[config.mk]
export PLATFORM = sky130hd
export DESIGN_NAME = control_sequencer_flat
export DESIGN_NICKNAME = d
export VERILOG_FILES = /design/src/rtl/control_sequencer_pkg.sv /design/src/rtl/control_sequencer_if.sv /design/src/rtl/control_sequencer_step_decoder.sv /design/src/rtl/control_sequencer.sv /design/src/flat_wrapper.sv
export SDC_FILE = /design/constraint.sdc
export NUM_CORES = 1
export LEC_CHECK = 0
export BUFFER_PORTS_ARGS = -buffer_cell sky130_fd_sc_hd__buf_2
export CAP_MARGIN = 10
export CORE_MARGIN = 5
export CORE_UTILIZATION = 50
export CTS_BUF_LIST = sky130_fd_sc_hd__clkbuf_8
export DETAILED_ROUTE_END_ITERATION = 7
export PLACE_DENSITY = 0.92
export SLEW_MARGIN = 20
export SYNTH_ARGS = -nofsm -noshare
export SYNTH_HDL_FRONTEND = slang
export SYNTH_SLANG_ARGS = --single-unit
export TNS_END_PERCENT = 10
[constraint.sdc]
create_clock -name Clock -period 2.6 [get_ports Clock]
set_input_delay 0.13 -clock Clock [delete_from_list [all_inputs] [get_ports Clock]]
set_output_delay 0.13 -clock Clock [all_outputs]
set_load 0.005 [all_outputs]
[src/rtl/control_sequencer_pkg.sv]
// cpu_ctrl_pkg: opcodes, ALU codes, step encodings and the strobe bundle
// shared by the control_sequencer slice.
package cpu_ctrl_pkg;

    localparam int OPW    = 5;
    localparam int STEP_W = 4;

    localparam logic [OPW-1:0] OP_LD   = 5'b00000;
    localparam logic [OPW-1:0] OP_ST   = 5'b00010;
    localparam logic [OPW-1:0] OP_ADD  = 5'b00011;
    localparam logic [OPW-1:0] OP_SUB  = 5'b00100;
    localparam logic [OPW-1:0] OP_AND  = 5'b00101;
    localparam logic [OPW-1:0] OP_OR   = 5'b00110;
    localparam logic [OPW-1:0] OP_ADDI = 5'b01100;
    localparam logic [OPW-1:0] OP_BR   = 5'b10011;
    localparam logic [OPW-1:0] OP_JR   = 5'b10100;
    localparam logic [OPW-1:0] OP_NOP  = 5'b11010;
    localparam logic [OPW-1:0] OP_HALT = 5'b11011;

    localparam logic [OPW-1:0] ALU_ADD = 5'b00011;

    typedef enum logic [STEP_W-1:0] {
        S_RST  = 4'd0,
        S_T0   = 4'd1,
        S_T1   = 4'd2,
        S_T2   = 4'd3,
        S_T3   = 4'd4,
        S_T4   = 4'd5,
        S_T5   = 4'd6,
        S_T6   = 4'd7,
        S_T7   = 4'd8,
        S_HALT = 4'd9
    } step_t;

    typedef struct packed {
        logic           pc_out;
        logic           zlow_out;
        logic           zhigh_out;
        logic           mdr_out;
        logic           hi_out;
        logic           lo_out;
        logic           c_out;
        logic           inport_out;
        logic           mar_in;
        logic           z_in;
        logic           pc_in;
        logic           mdr_in;
        logic           ir_in;
        logic           y_in;
        logic           con_in;
        logic           inc_pc;
        logic           read;
        logic           write;
        logic           gra;
        logic           grb;
        logic           grc;
        logic           r_in;
        logic           r_out;
        logic           ba_out;
        logic [OPW-1:0] operation;
    } strobes_t;

    // Final execute step of each instruction; undefined opcodes end at T3 like nop.
    function automatic step_t last_step(input logic [OPW-1:0] op);
        step_t s;
        case (op)
            OP_ADD, OP_SUB, OP_AND, OP_OR, OP_ADDI: s = S_T5;
            OP_BR:                                  s = S_T6;
            OP_LD, OP_ST:                           s = S_T7;
            OP_JR, OP_NOP:                          s = S_T3;
            default:                                s = S_T3;
        endcase
        return s;
    endfunction

endpackage

[src/rtl/control_sequencer_if.sv]
// control_sequencer_if: datapath feedback into the sequencer and the strobes
// it drives back. master = sequencer, slave = datapath.
// Mem_ready exists only when MEM_WAIT_EN is defined.
interface control_sequencer_if;
    import cpu_ctrl_pkg::*;

    logic [OPW-1:0] Opcode;
    logic           CON_out;
    logic           Stop;
`ifdef MEM_WAIT_EN
    logic           Mem_ready;
`endif

    logic PCout, Zlowout, ZHighout, MDRout, HIout, LOout, Cout, InPortout;
    logic MARin, Zin, PCin, MDRin, IRin, Yin, CON_in;
    logic IncPC, Read, Write;
    logic GRA, GRB, GRC, Rin, Rout, BAout;
    logic [OPW-1:0] operation;
    logic Run;

    modport master (
        input  Opcode, CON_out, Stop,
`ifdef MEM_WAIT_EN
        input  Mem_ready,
`endif
        output PCout, Zlowout, ZHighout, MDRout, HIout, LOout, Cout, InPortout,
        output MARin, Zin, PCin, MDRin, IRin, Yin, CON_in,
        output IncPC, Read, Write,
        output GRA, GRB, GRC, Rin, Rout, BAout,
        output operation, Run
    );

    modport slave (
        output Opcode, CON_out, Stop,
`ifdef MEM_WAIT_EN
        output Mem_ready,
`endif
        input  PCout, Zlowout, ZHighout, MDRout, HIout, LOout, Cout, InPortout,
        input  MARin, Zin, PCin, MDRin, IRin, Yin, CON_in,
        input  IncPC, Read, Write,
        input  GRA, GRB, GRC, Rin, Rout, BAout,
        input  operation, Run
    );

endinterface

[src/rtl/control_sequencer_step_decoder.sv]
// ctrl_step_decoder: pure combinational map from (step, opcode, CON_out) to
// the datapath strobe bundle. Opcode is only meaningful from T3 on.
module ctrl_step_decoder
    import cpu_ctrl_pkg::*;
(
    input  step_t          state,
    input  logic [OPW-1:0] opcode,
    input  logic           con_out,
    output strobes_t       strobes
);

    // Decode the current step; every strobe not named below stays 0.
    always_comb begin
        strobes = '0;
        case (state)
            S_T0: begin
                strobes.pc_out = 1'b1; strobes.mar_in = 1'b1;
                strobes.inc_pc = 1'b1; strobes.z_in   = 1'b1;
            end
            S_T1: begin
                strobes.zlow_out = 1'b1; strobes.pc_in  = 1'b1;
                strobes.read     = 1'b1; strobes.mdr_in = 1'b1;
            end
            S_T2: begin
                strobes.mdr_out = 1'b1; strobes.ir_in = 1'b1;
            end
            S_T3: begin
                case (opcode)
                    OP_ADD, OP_SUB, OP_AND, OP_OR, OP_ADDI: begin
                        strobes.grb = 1'b1; strobes.r_out = 1'b1; strobes.y_in = 1'b1;
                    end
                    OP_LD, OP_ST: begin
                        strobes.grb = 1'b1; strobes.ba_out = 1'b1; strobes.y_in = 1'b1;
                    end
                    OP_JR: begin
                        strobes.gra = 1'b1; strobes.r_out = 1'b1; strobes.pc_in = 1'b1;
                    end
                    OP_BR: begin
                        strobes.gra = 1'b1; strobes.r_out = 1'b1; strobes.con_in = 1'b1;
                    end
                    default: ;
                endcase
            end
            S_T4: begin
                case (opcode)
                    OP_ADD, OP_SUB, OP_AND, OP_OR: begin
                        strobes.grc = 1'b1; strobes.r_out = 1'b1; strobes.z_in = 1'b1;
                        strobes.operation = opcode;
                    end
                    OP_ADDI, OP_LD, OP_ST: begin
                        strobes.c_out = 1'b1; strobes.z_in = 1'b1;
                        strobes.operation = ALU_ADD;
                    end
                    OP_BR: begin
                        strobes.pc_out = 1'b1; strobes.y_in = 1'b1;
                    end
                    default: ;
                endcase
            end
            S_T5: begin
                case (opcode)
                    OP_ADD, OP_SUB, OP_AND, OP_OR, OP_ADDI: begin
                        strobes.zlow_out = 1'b1; strobes.gra = 1'b1; strobes.r_in = 1'b1;
                    end
                    OP_LD, OP_ST: begin
                        strobes.zlow_out = 1'b1; strobes.mar_in = 1'b1;
                    end
                    OP_BR: begin
                        strobes.c_out = 1'b1; strobes.z_in = 1'b1;
                        strobes.operation = ALU_ADD;
                    end
                    default: ;
                endcase
            end
            S_T6: begin
                case (opcode)
                    OP_LD: begin
                        strobes.read = 1'b1; strobes.mdr_in = 1'b1;
                    end
                    OP_ST: begin
                        // Read stays 0 so MDR loads from the bus, not memory.
                        strobes.gra = 1'b1; strobes.r_out = 1'b1; strobes.mdr_in = 1'b1;
                    end
                    OP_BR: begin
                        strobes.zlow_out = 1'b1; strobes.pc_in = con_out;
                    end
                    default: ;
                endcase
            end
            S_T7: begin
                case (opcode)
                    OP_LD: begin
                        strobes.mdr_out = 1'b1; strobes.gra = 1'b1; strobes.r_in = 1'b1;
                    end
                    OP_ST:   strobes.write = 1'b1;
                    default: ;
                endcase
            end
            default: ;
        endcase
    end

endmodule

[src/rtl/control_sequencer.sv]
// control_sequencer: hardwired Moore control unit. Holds the step register
// and next-step logic; strobes come from ctrl_step_decoder.
// Optional MEM_WAIT_EN: adds Mem_ready and stretches T1, ld-T6 and st-T7
// while memory is not ready.
module control_sequencer
    import cpu_ctrl_pkg::*;
(
    input  logic                Clock,
    input  logic                Resetn,
    control_sequencer_if.master bus,
    output step_t               dbg_state
);

    step_t    state;
    step_t    next_state;
    strobes_t strobes;
    logic     final_step;
    logic     mem_hold;

    assign final_step = (state == last_step(bus.Opcode));
    assign dbg_state  = state;

`ifdef MEM_WAIT_EN
    assign mem_hold = !bus.Mem_ready &&
                      ((state == S_T1) ||
                       (state == S_T6 && bus.Opcode == OP_LD) ||
                       (state == S_T7 && bus.Opcode == OP_ST));
`else
    assign mem_hold = 1'b0;
`endif

    // State register; reset aborts any step (including a memory hold) at once.
    always_ff @(posedge Clock or negedge Resetn) begin
        if (!Resetn) state <= S_RST;
        else         state <= next_state;
    end

    // Next step: walk T0..T7, leave at the instruction's last step, honour halt/Stop and holds.
    always_comb begin
        next_state = state;
        case (state)
            S_RST:   next_state = S_T0;
            S_T0:    next_state = S_T1;
            S_T1:    next_state = S_T2;
            S_T2:    next_state = S_T3;
            S_T3:    next_state = S_T4;
            S_T4:    next_state = S_T5;
            S_T5:    next_state = S_T6;
            S_T6:    next_state = S_T7;
            S_T7:    next_state = S_T0;
            S_HALT:  next_state = S_HALT;
            default: next_state = S_RST;
        endcase
        if (final_step)                            next_state = bus.Stop ? S_HALT : S_T0;
        if (state == S_T3 && bus.Opcode == OP_HALT) next_state = S_HALT;
        if (mem_hold)                              next_state = state;
    end

    ctrl_step_decoder u_decoder (
        .state   (state),
        .opcode  (bus.Opcode),
        .con_out (bus.CON_out),
        .strobes (strobes)
    );

    // Output map: decoded strobes onto the interface, Run low only in HALT.
    always_comb begin
        bus.PCout     = strobes.pc_out;
        bus.Zlowout   = strobes.zlow_out;
        bus.ZHighout  = strobes.zhigh_out;
        bus.MDRout    = strobes.mdr_out;
        bus.HIout     = strobes.hi_out;
        bus.LOout     = strobes.lo_out;
        bus.Cout      = strobes.c_out;
        bus.InPortout = strobes.inport_out;
        bus.MARin     = strobes.mar_in;
        bus.Zin       = strobes.z_in;
        bus.PCin      = strobes.pc_in;
        bus.MDRin     = strobes.mdr_in;
        bus.IRin      = strobes.ir_in;
        bus.Yin       = strobes.y_in;
        bus.CON_in    = strobes.con_in;
        bus.IncPC     = strobes.inc_pc;
        bus.Read      = strobes.read;
        bus.Write     = strobes.write;
        bus.GRA       = strobes.gra;
        bus.GRB       = strobes.grb;
        bus.GRC       = strobes.grc;
        bus.Rin       = strobes.r_in;
        bus.Rout      = strobes.r_out;
        bus.BAout     = strobes.ba_out;
        bus.operation = strobes.operation;
        bus.Run       = (state != S_HALT);
    end

endmodule

[src/flat_wrapper.sv]
// flat-port wrapper written by rule: the top's interface ports become plain ports
module control_sequencer_flat import cpu_ctrl_pkg::*;
  (Clock, Resetn, dbg_state, bus_Opcode, bus_CON_out, bus_Stop, bus_PCout, bus_Zlowout, bus_ZHighout, bus_MDRout, bus_HIout, bus_LOout, bus_Cout, bus_InPortout, bus_MARin, bus_Zin, bus_PCin, bus_MDRin, bus_IRin, bus_Yin, bus_CON_in, bus_IncPC, bus_Read, bus_Write, bus_GRA, bus_GRB, bus_GRC, bus_Rin, bus_Rout, bus_BAout, bus_operation, bus_Run);
  control_sequencer_if bus_i ();
  input  logic Clock;
  input  logic Resetn;
  output step_t dbg_state;
  input wire logic [$bits(bus_i.Opcode)-1:0] bus_Opcode;
  input wire logic [$bits(bus_i.CON_out)-1:0] bus_CON_out;
  input wire logic [$bits(bus_i.Stop)-1:0] bus_Stop;
  output wire logic [$bits(bus_i.PCout)-1:0] bus_PCout;
  output wire logic [$bits(bus_i.Zlowout)-1:0] bus_Zlowout;
  output wire logic [$bits(bus_i.ZHighout)-1:0] bus_ZHighout;
  output wire logic [$bits(bus_i.MDRout)-1:0] bus_MDRout;
  output wire logic [$bits(bus_i.HIout)-1:0] bus_HIout;
  output wire logic [$bits(bus_i.LOout)-1:0] bus_LOout;
  output wire logic [$bits(bus_i.Cout)-1:0] bus_Cout;
  output wire logic [$bits(bus_i.InPortout)-1:0] bus_InPortout;
  output wire logic [$bits(bus_i.MARin)-1:0] bus_MARin;
  output wire logic [$bits(bus_i.Zin)-1:0] bus_Zin;
  output wire logic [$bits(bus_i.PCin)-1:0] bus_PCin;
  output wire logic [$bits(bus_i.MDRin)-1:0] bus_MDRin;
  output wire logic [$bits(bus_i.IRin)-1:0] bus_IRin;
  output wire logic [$bits(bus_i.Yin)-1:0] bus_Yin;
  output wire logic [$bits(bus_i.CON_in)-1:0] bus_CON_in;
  output wire logic [$bits(bus_i.IncPC)-1:0] bus_IncPC;
  output wire logic [$bits(bus_i.Read)-1:0] bus_Read;
  output wire logic [$bits(bus_i.Write)-1:0] bus_Write;
  output wire logic [$bits(bus_i.GRA)-1:0] bus_GRA;
  output wire logic [$bits(bus_i.GRB)-1:0] bus_GRB;
  output wire logic [$bits(bus_i.GRC)-1:0] bus_GRC;
  output wire logic [$bits(bus_i.Rin)-1:0] bus_Rin;
  output wire logic [$bits(bus_i.Rout)-1:0] bus_Rout;
  output wire logic [$bits(bus_i.BAout)-1:0] bus_BAout;
  output wire logic [$bits(bus_i.operation)-1:0] bus_operation;
  output wire logic [$bits(bus_i.Run)-1:0] bus_Run;
  assign bus_i.Opcode = bus_Opcode;
  assign bus_i.CON_out = bus_CON_out;
  assign bus_i.Stop = bus_Stop;
  assign bus_PCout = bus_i.PCout;
  assign bus_Zlowout = bus_i.Zlowout;
  assign bus_ZHighout = bus_i.ZHighout;
  assign bus_MDRout = bus_i.MDRout;
  assign bus_HIout = bus_i.HIout;
  assign bus_LOout = bus_i.LOout;
  assign bus_Cout = bus_i.Cout;
  assign bus_InPortout = bus_i.InPortout;
  assign bus_MARin = bus_i.MARin;
  assign bus_Zin = bus_i.Zin;
  assign bus_PCin = bus_i.PCin;
  assign bus_MDRin = bus_i.MDRin;
  assign bus_IRin = bus_i.IRin;
  assign bus_Yin = bus_i.Yin;
  assign bus_CON_in = bus_i.CON_in;
  assign bus_IncPC = bus_i.IncPC;
  assign bus_Read = bus_i.Read;
  assign bus_Write = bus_i.Write;
  assign bus_GRA = bus_i.GRA;
  assign bus_GRB = bus_i.GRB;
  assign bus_GRC = bus_i.GRC;
  assign bus_Rin = bus_i.Rin;
  assign bus_Rout = bus_i.Rout;
  assign bus_BAout = bus_i.BAout;
  assign bus_operation = bus_i.operation;
  assign bus_Run = bus_i.Run;
  control_sequencer u_core (.Clock(Clock), .Resetn(Resetn), .bus(bus_i), .dbg_state(dbg_state));
endmodule
==> key figures, run 1 <==
STA
  • Slew of the pin with the lowest slew margin: between 0.6 and 0.7 ns
  • Clock tree skew after final layout: ~0.00047 ns
  • Final count of pins violating max slew: 0
  • Fin Hold WS: 0.209 ns
  • Setup TNS after final layout: 0 ns
  • Unrepaired setup endpoints after global routing: no
  • Finish-stage setup viols: 0
  • Relative max-transition margin: 0.561
  • Ratio of final minimum period to clock period: 0.890
  • Final min period: 2.31 ns
  • Final hold violations: 0
  • Achievable Freq: 0.432 GHz

Run status
  • Status: completed

Synthesis
  • Share of synthesized area occupied by flip-flops and latches: 0.123
  • Unique cell type count in the Yosys netlist: 45
  • Area share of fa/ha/maj cells after synthesis: 0.103
  • Synthesized-area fraction occupied by and/or/nand/nor cells: 0.384
  • Area share of the largest cell type after synthesis: 0.123
  • Synth Warn #: 0
  • Post-synthesis cell count: 111
  • Top cells by area in the synthesized netlist: sky130_fd_sc_hd__dfrtp_1, sky130_fd_sc_hd__ha_1, sky130_fd_sc_hd__buf_4, sky130_fd_sc_hd__nand2_1, sky130_fd_sc_hd__o21ai_0
  • Share of the synthesized area in compound gates (AO/OA/AOI/OAI): 0.204
  • Xor and xnor area share after synthesis: 0.0214
  • Largest family of logic cells by synthesized area: simple AND/OR/NAND/NOR gates
  • Syn Std Cell Area: 817 µm²
  • Post-synthesis sequential element count: 4
  • Per-instance average area after synthesis: 7.36 µm²
  • Fraction of synthesized area in multiplexers: 0.0260
  • Share of synthesized registers carrying an async set or reset: 1.00
  • Most instantiated cells after synthesis: sky130_fd_sc_hd__nand2_1, sky130_fd_sc_hd__buf_4, sky130_fd_sc_hd__inv_1, sky130_fd_sc_hd__o21ai_0, sky130_fd_sc_hd__nor2_1
  • Most area-hungry cell type in the Yosys netlist: sky130_fd_sc_hd__dfrtp_1
  • Most common flop cell mapped by yosys: sky130_fd_sc_hd__dfrtp_1
  • Number of synthesized flops with an enable pin: 0
  • Most frequently used cell type in the post-synthesis netlist: sky130_fd_sc_hd__nand2_1

Hold path
  • Tightest Hold Check Type: in -> reg

Die
  • Chip width: 50.4 µm
  • Number of top-level pins: 43
  • Vertical die dimension: 50.4 µm
  • Core Box Area: 1520 µm²
  • Starting density of the core: 0.536
  • Number of core rows: 14
  • Die footprint: 2540 µm²

Setup path
  • Crit path largest cell delay: about 0.52 ns
  • Required time reported for the critical path endpoint: 2.47 ns
  • Kind of critical path: reg -> out
  • Startpoint kind of the worst setup timing path: register
  • Crit end category: output port
  • CP arrival: 2.18 ns
  • Cell breakdown of the critical path: inv_1 > ha_1 > nor2b_1 > o2111ai_1 > o21ai_1 > or4b_1 > buf_2
  • Worst path slowest cell: sky130_fd_sc_hd__dfrtp_1
  • Slack of the worst reg-to-reg path: 0.79 ns
  • Critical Path Fanout Max: 10

Final layout
  • Number of flip-flops under the largest register name: 4
  • Final-layout fill cell count: approximately 140
  • Area Overhead vs Synth: 23.7%
  • Post-Layout Inst Area: 1010 µm²
  • Count of nets after finishing: 161
  • Fraction of final layout cells sized beyond drive strength 1: 0.324
  • Inserted Diodes: 0

Clock tree
  • CTS H-tree depth: 1
  • Buffer depth of the longest clock path: 2
  • Clock slew at the register clock pins of the worst setup and hold paths: 0.03 ns
  • Clock tree root buffer cell: sky130_fd_sc_hd__clkbuf_8
  • TritonCTS Buffers: 3
  • Clock sink count: 4
  • CTS tree: yes
  • Clk_lat worst skew: 0.22 ns
  • Cells resized by post-CTS repair: 0

Power and ir drop
  • Power density over the cells: 759 nW/µm²
  • Worst-case vdd ir drop: 0.615 mV
  • Leakage power total: about 0.56 nW

Routing
  • Router iterations before antenna repair: 4
  • Detailed-route wire length per cell: 15.7 µm
  • Met1 WL: 978 µm
  • Highest signal layer in the routed design: met4
  • DRT antenna net count: 0
  • Detail Route met2 WL: 1260 µm
  • Number of vias per cell: just under 6
  • Number of remaining DRC errors: 0
  • Count of vias placed by the detailed router: ~960
  • DRC marker count from the first detailed-route iteration: 34
  • DRT Wirelength: approximately 2500 µm
  • Met3 wire len: approximately 240 µm

Placed design
  • Port Buffers: 36
  • Detailed-placement wirelength estimate: 1890 µm
  • Final GP Congestion: roughly 0.95
  • Post-detailed-placement cell area: 960 µm²

GRT
  • Overflow left after global routing: 0
  • Wire length of the first global-routing pass: 4020 µm
  • Number of global-route vias before repair: approximately 900
  • Maximum number of pins on one net before global-route repair: 14
  • Global-route usage over all layers: 0.194
  • Antenna violations before repair: 0

Job
  • Max-cap violations: 0
[placed cells by master (no fill, tap or decap), types with 3 or more instances in the layout]
master,count
sky130_fd_sc_hd__nand3_1,5
sky130_fd_sc_hd__a21oi_1,4
sky130_fd_sc_hd__buf_2,36
sky130_fd_sc_hd__ha_1,5
sky130_fd_sc_hd__clkbuf_8,3
sky130_fd_sc_hd__or3_1,4
sky130_fd_sc_hd__nand2_1,10
sky130_fd_sc_hd__nor2_1,6
sky130_fd_sc_hd__nor2b_1,5
sky130_fd_sc_hd__nand2b_1,5
sky130_fd_sc_hd__conb_1,6
sky130_fd_sc_hd__o21ai_0,7
sky130_fd_sc_hd__dfrtp_1,4
sky130_fd_sc_hd__inv_1,7
[kinds of logic (layout without fill, tap and decap cells)]
| logic type | after synthesis | in the layout |
|---|---|---|
| compound gates | 25 | 25 |
| xor+xnor | 2 | 2 |
| fa+ha+maj | 7 | 7 |
| buf+inv | 19 | 48 |
| flops | 4 | 4 |
| mux | 2 | 2 |
| other cells | 1 | 6 |
| simple gates | 51 | 51 |
[per-stage QoR]
step / cells / power (mW) / worst slack, ns / utilization
2_1_floorplan: 116 / 0.445 / 0.806 / -
3_3_place_gp: 157 / 0.609 / 0.607 / 0.630
3_5_place_dp: 157 / 0.623 / 0.527 / 0.630
4_1_cts: 161 / 0.767 / 0.287 / 0.663
5_1_grt: 161 / 0.838 / 0.167 / 0.663
6_report: 161 / 0.768 / 0.287 / 0.663
[layer usage]
metal / vias to the layer above / global-route usage
met5: - / 0
met4: 0 / 0.0766
met3: 6 / 0.0325
met2: 59 / 0.326
met1: 440 / 0.244
li1: 453 / -
[final cells by class]
type                    count  area (µm²)  share of cell area
repair buffers             38         198               0.196
well taps                  16        20.0              0.0198
flip-flops and latches      4         100              0.0990
inverters                   7        26.3              0.0260
multi-input cells          93         626               0.619
clock buffers               3        41.3              0.0408
[critical path, delay by kind of cell, from the launching register on]
family / cells / cell delay (ns)
simple gates: 2 / 0.70
fa+ha+maj: 1 / 0.25
buf+inv: 2 / 0.27
compound gates: 2 / 0.23
flops: 1 / 0.52
[final timing paths]
kind / cells after the start / start / to
min in group asynchronous: 2 / Resetn / u_core.dbg_state[1]
worst max-delay path: 7 / u_core.dbg_state[0] / bus_GRA
worst min-delay path: 3 / bus_Stop / u_core.dbg_state[3]
worst max register to register: 4 / u_core.dbg_state[0] / u_core.dbg_state[3]
worst min register to register: 1 / u_core.dbg_state[3] / u_core.dbg_state[1]
max in group asynchronous: 2 / Resetn / u_core.dbg_state[3]
[repair_timing]
item,in CTS,in global routing
setup buffers,0,0
setup endpoints to repair,0,0
hold buffers,1,0
hold endpoints to repair,4,0
[where the power goes]
group	switching (mW)	internal [mW]
Combinational	0.257	0.225
Clock	0.0360	0.0991
Sequential	0.0605	0.0905
Total	0.354	0.414
No activity file was read; power rests on OpenSTA's default activity.
==> inputs of run 2 (changes only) <==
- ABC_AREA: default -> 1
- GPL_TIMING_DRIVEN: default -> 0
- PLACE_DENSITY: 0.92 -> 0.91
==> key figures, run 2 <==
Die
  • Die footprint: 2550 µm²
  • Starting density of the core: 0.537
  • Chip width: 50.5 µm
  • Core Box Area: 1520 µm²
  • Number of top-level pins: 43
  • Number of core rows: 14
  • Vertical die dimension: 50.5 µm

Synthesis
  • Most area-hungry cell type in the Yosys netlist: sky130_fd_sc_hd__dfrtp_1
  • Top cells by area in the synthesized netlist: sky130_fd_sc_hd__dfrtp_1, sky130_fd_sc_hd__nand2_1, sky130_fd_sc_hd__nor2_4, sky130_fd_sc_hd__ha_1, sky130_fd_sc_hd__inv_1
  • Unique cell type count in the Yosys netlist: 27
  • Post-synthesis sequential element count: 4
  • Most instantiated cells after synthesis: sky130_fd_sc_hd__nand2_1, sky130_fd_sc_hd__inv_1, sky130_fd_sc_hd__nor2_1
  • Synth Warn #: 0
  • Most frequently used cell type in the post-synthesis netlist: sky130_fd_sc_hd__nand2_1
  • Most common flop cell mapped by yosys: sky130_fd_sc_hd__dfrtp_1
  • Per-instance average area after synthesis: 6.39 µm²
  • Share of synthesized area occupied by flip-flops and latches: 0.122
  • Share of synthesized registers carrying an async set or reset: 1.00
  • Post-synthesis cell count: 128
  • Area share of the largest cell type after synthesis: 0.122
  • Syn Std Cell Area: 818 µm²
  • Number of synthesized flops with an enable pin: 0

Setup path
  • Critical Path Fanout Max: 6
  • Required time reported for the critical path endpoint: 2.47 ns
  • Cell breakdown of the critical path: inv_1 > ha_1 > inv_1 > nor2_4 > inv_2 > nor2_4 > inv_2 > nor2_1 > buf_2
  • Kind of critical path: reg -> out
  • Depth of the most critical reg-to-reg path: 7
  • Crit path largest cell delay: 0.45 ns
  • CP arrival: 1.73 ns
  • Worst path slowest cell: sky130_fd_sc_hd__dfrtp_1
  • Startpoint kind of the worst setup timing path: register
  • Crit end category: output port

Clock tree
  • Clk_lat worst skew: 0.22 ns
  • Clock tree root buffer cell: sky130_fd_sc_hd__clkbuf_8
  • CTS H-tree depth: 1
  • CTS tree: yes
  • Buffer depth of the longest clock path: 2
  • Cells resized by post-CTS repair: 0
  • Clock sink count: 4
  • TritonCTS Buffers: 3
  • Clock slew at the register clock pins of the worst setup and hold paths: 0.03 ns

Run status
  • Status: completed

Power and ir drop
  • Worst-case vdd ir drop: 0.650 mV
  • Power density over the cells: around 800 nW/µm²
  • Leakage power total: roughly 0.68 nW

Final layout
  • Fraction of final layout cells sized beyond drive strength 1: 0.445
  • Final-layout fill cell count: between 100 and 150
  • Inserted Diodes: 0
  • Area Overhead vs Synth: 33.0%
  • Count of nets after finishing: about 190
  • Final standard cell count with taps included and fillers excluded: 189
  • Number of flip-flops under the largest register name: 4
  • Highest-count cells in the layout ignoring fill and taps: sky130_fd_sc_hd__buf_2, sky130_fd_sc_hd__nand2_1, sky130_fd_sc_hd__inv_1, sky130_fd_sc_hd__nor2_1, sky130_fd_sc_hd__nand3_1
  • Most common library cell in the layout ignoring fill and taps: sky130_fd_sc_hd__buf_2

Routing
  • Router iterations before antenna repair: 4
  • Count of vias placed by the detailed router: about 980
  • Number of vias per cell: 5.16
  • Number of remaining DRC errors: 0
  • DRT Wirelength: approximately 2300 µm
  • Detailed-route wire length per cell: 12.2 µm
  • DRC marker count from the first detailed-route iteration: 15
  • DRT antenna net count: 0

STA
  • Ratio of final minimum period to clock period: 0.714
  • Achievable Freq: 0.538 GHz
  • Final count of pins violating max slew: 0
  • Final min period: 1.86 ns
  • Finish-stage setup viols: 0
  • Setup TNS after final layout: 0 ns
  • Final hold violations: 0
  • Clock tree skew after final layout: 0.00626 ns
  • Unrepaired setup endpoints after global routing: no

GRT
  • Number of global-route vias before repair: 887
  • Wire length of the first global-routing pass: 3770 µm
  • Maximum number of pins on one net before global-route repair: 9
  • Antenna violations before repair: 0
  • Overflow left after global routing: 0
  • Global-route usage over all layers: 0.192

Job
  • Max-cap violations: 0

Placed design
  • Number of placed cells counting well taps: 185
  • Final GP Congestion: 0.845
  • Detailed-placement wirelength estimate: 1940 µm
  • Port Buffers: 36

Hold path
  • Tightest Hold Check Type: in -> reg
  • WHS Path Cells: 3
run 2: changes by cell type after synthesis, sizes merged, moves of 4 or more:
cell and delta:
nand2 +22, nor2 +15, nand3 +8, nand2b -5, or3 -4, nand4 +4
nor2b -5, inv +17, buf -6
run 2: power breakdown:
part	switching [mW]	internal (mW)	total (mW)	leakage, nW
Combinational	0.357	0.242	0.599	0.610
Sequential	0.0570	0.0955	0.153	0.0499
Clock	0.0357	0.0990	0.135	0.0216
run 2: cells by family (layout without fill, tap and decap cells):
logic type	count (synthesis)	count (layout)	share of synthesized area
adders and majority gates	5	5	0.0765
and+or+nand+nor	74	74	0.520
buffers and inverters	31	71	0.170
DFF	4	4	0.122
AOI/OAI and AO/OA	13	13	0.107
other	1	6	0.00458
run 2: what timing repair did:
action | in CTS | in global routing
hold buffers | 1 | 0
setup endpoints to repair | 0 | 0
buffers inserted | 0 | 0
hold endpoints to repair | 4 | 0
run 2: worst max-delay path, delay by kind of cell, from the launching register on:
family                     cells  cell delay [ns]
adders and majority gates      1             0.21
buffers and inverters          5             0.51
DFF                            1             0.45
and+or+nand+nor                3             0.34
run 2: worst paths after layout:
kind	from	endpoint	slack [ns]
min in group asynchronous	Resetn	u_core.dbg_state[0]	0.24
hold / removal	bus_Stop	u_core.dbg_state[3]	0.20
setup reg to reg	u_core.dbg_state[1]	u_core.dbg_state[1]	1.15
hold reg to reg	u_core.dbg_state[3]	u_core.dbg_state[0]	0.75
setup / recovery	u_core.dbg_state[1]	bus_operation[2]	0.74
max in group asynchronous	Resetn	u_core.dbg_state[3]	2.23
run 2: layout make-up:
type / instances / area, µm² / area share
Multi-Input combinational cell: 98 / 598 / 0.549
Timing Repair Buffer: 37 / 190 / 0.175
Sequential cell: 4 / 100 / 0.0920
Inverter: 25 / 93.8 / 0.0862
Buffer: 6 / 45.0 / 0.0414
Clock buffer: 3 / 41.3 / 0.0379
Tap cell: 16 / 20.0 / 0.0184
run 2: through the flow:
stage | instance area, µm² | util | power [mW] | setup slack, ns | hold WS (ns)
after floorplan | 837 | - | 0.544 | 1.21 | -0.166
after global placement | 1040 | 0.681 | 0.732 | 1.03 | -0.0678
after CTS | 1090 | 0.714 | 0.895 | 0.744 | 0.193
after detailed placement | 1040 | 0.681 | 0.750 | 0.990 | -0.0643
after global routing | 1090 | 0.714 | 0.982 | 0.592 | 0.206
final | 1090 | 0.714 | 0.887 | 0.743 | 0.198
run 2: metal layers:
layer	vias up	part of all wire	global-route usage
met2	47	0.48	0.314
met5	-	0	0
met1	432	0.39	0.209
li1	487	-	-
met4	0	0.035	0.128
met3	9	0.097	0.0592
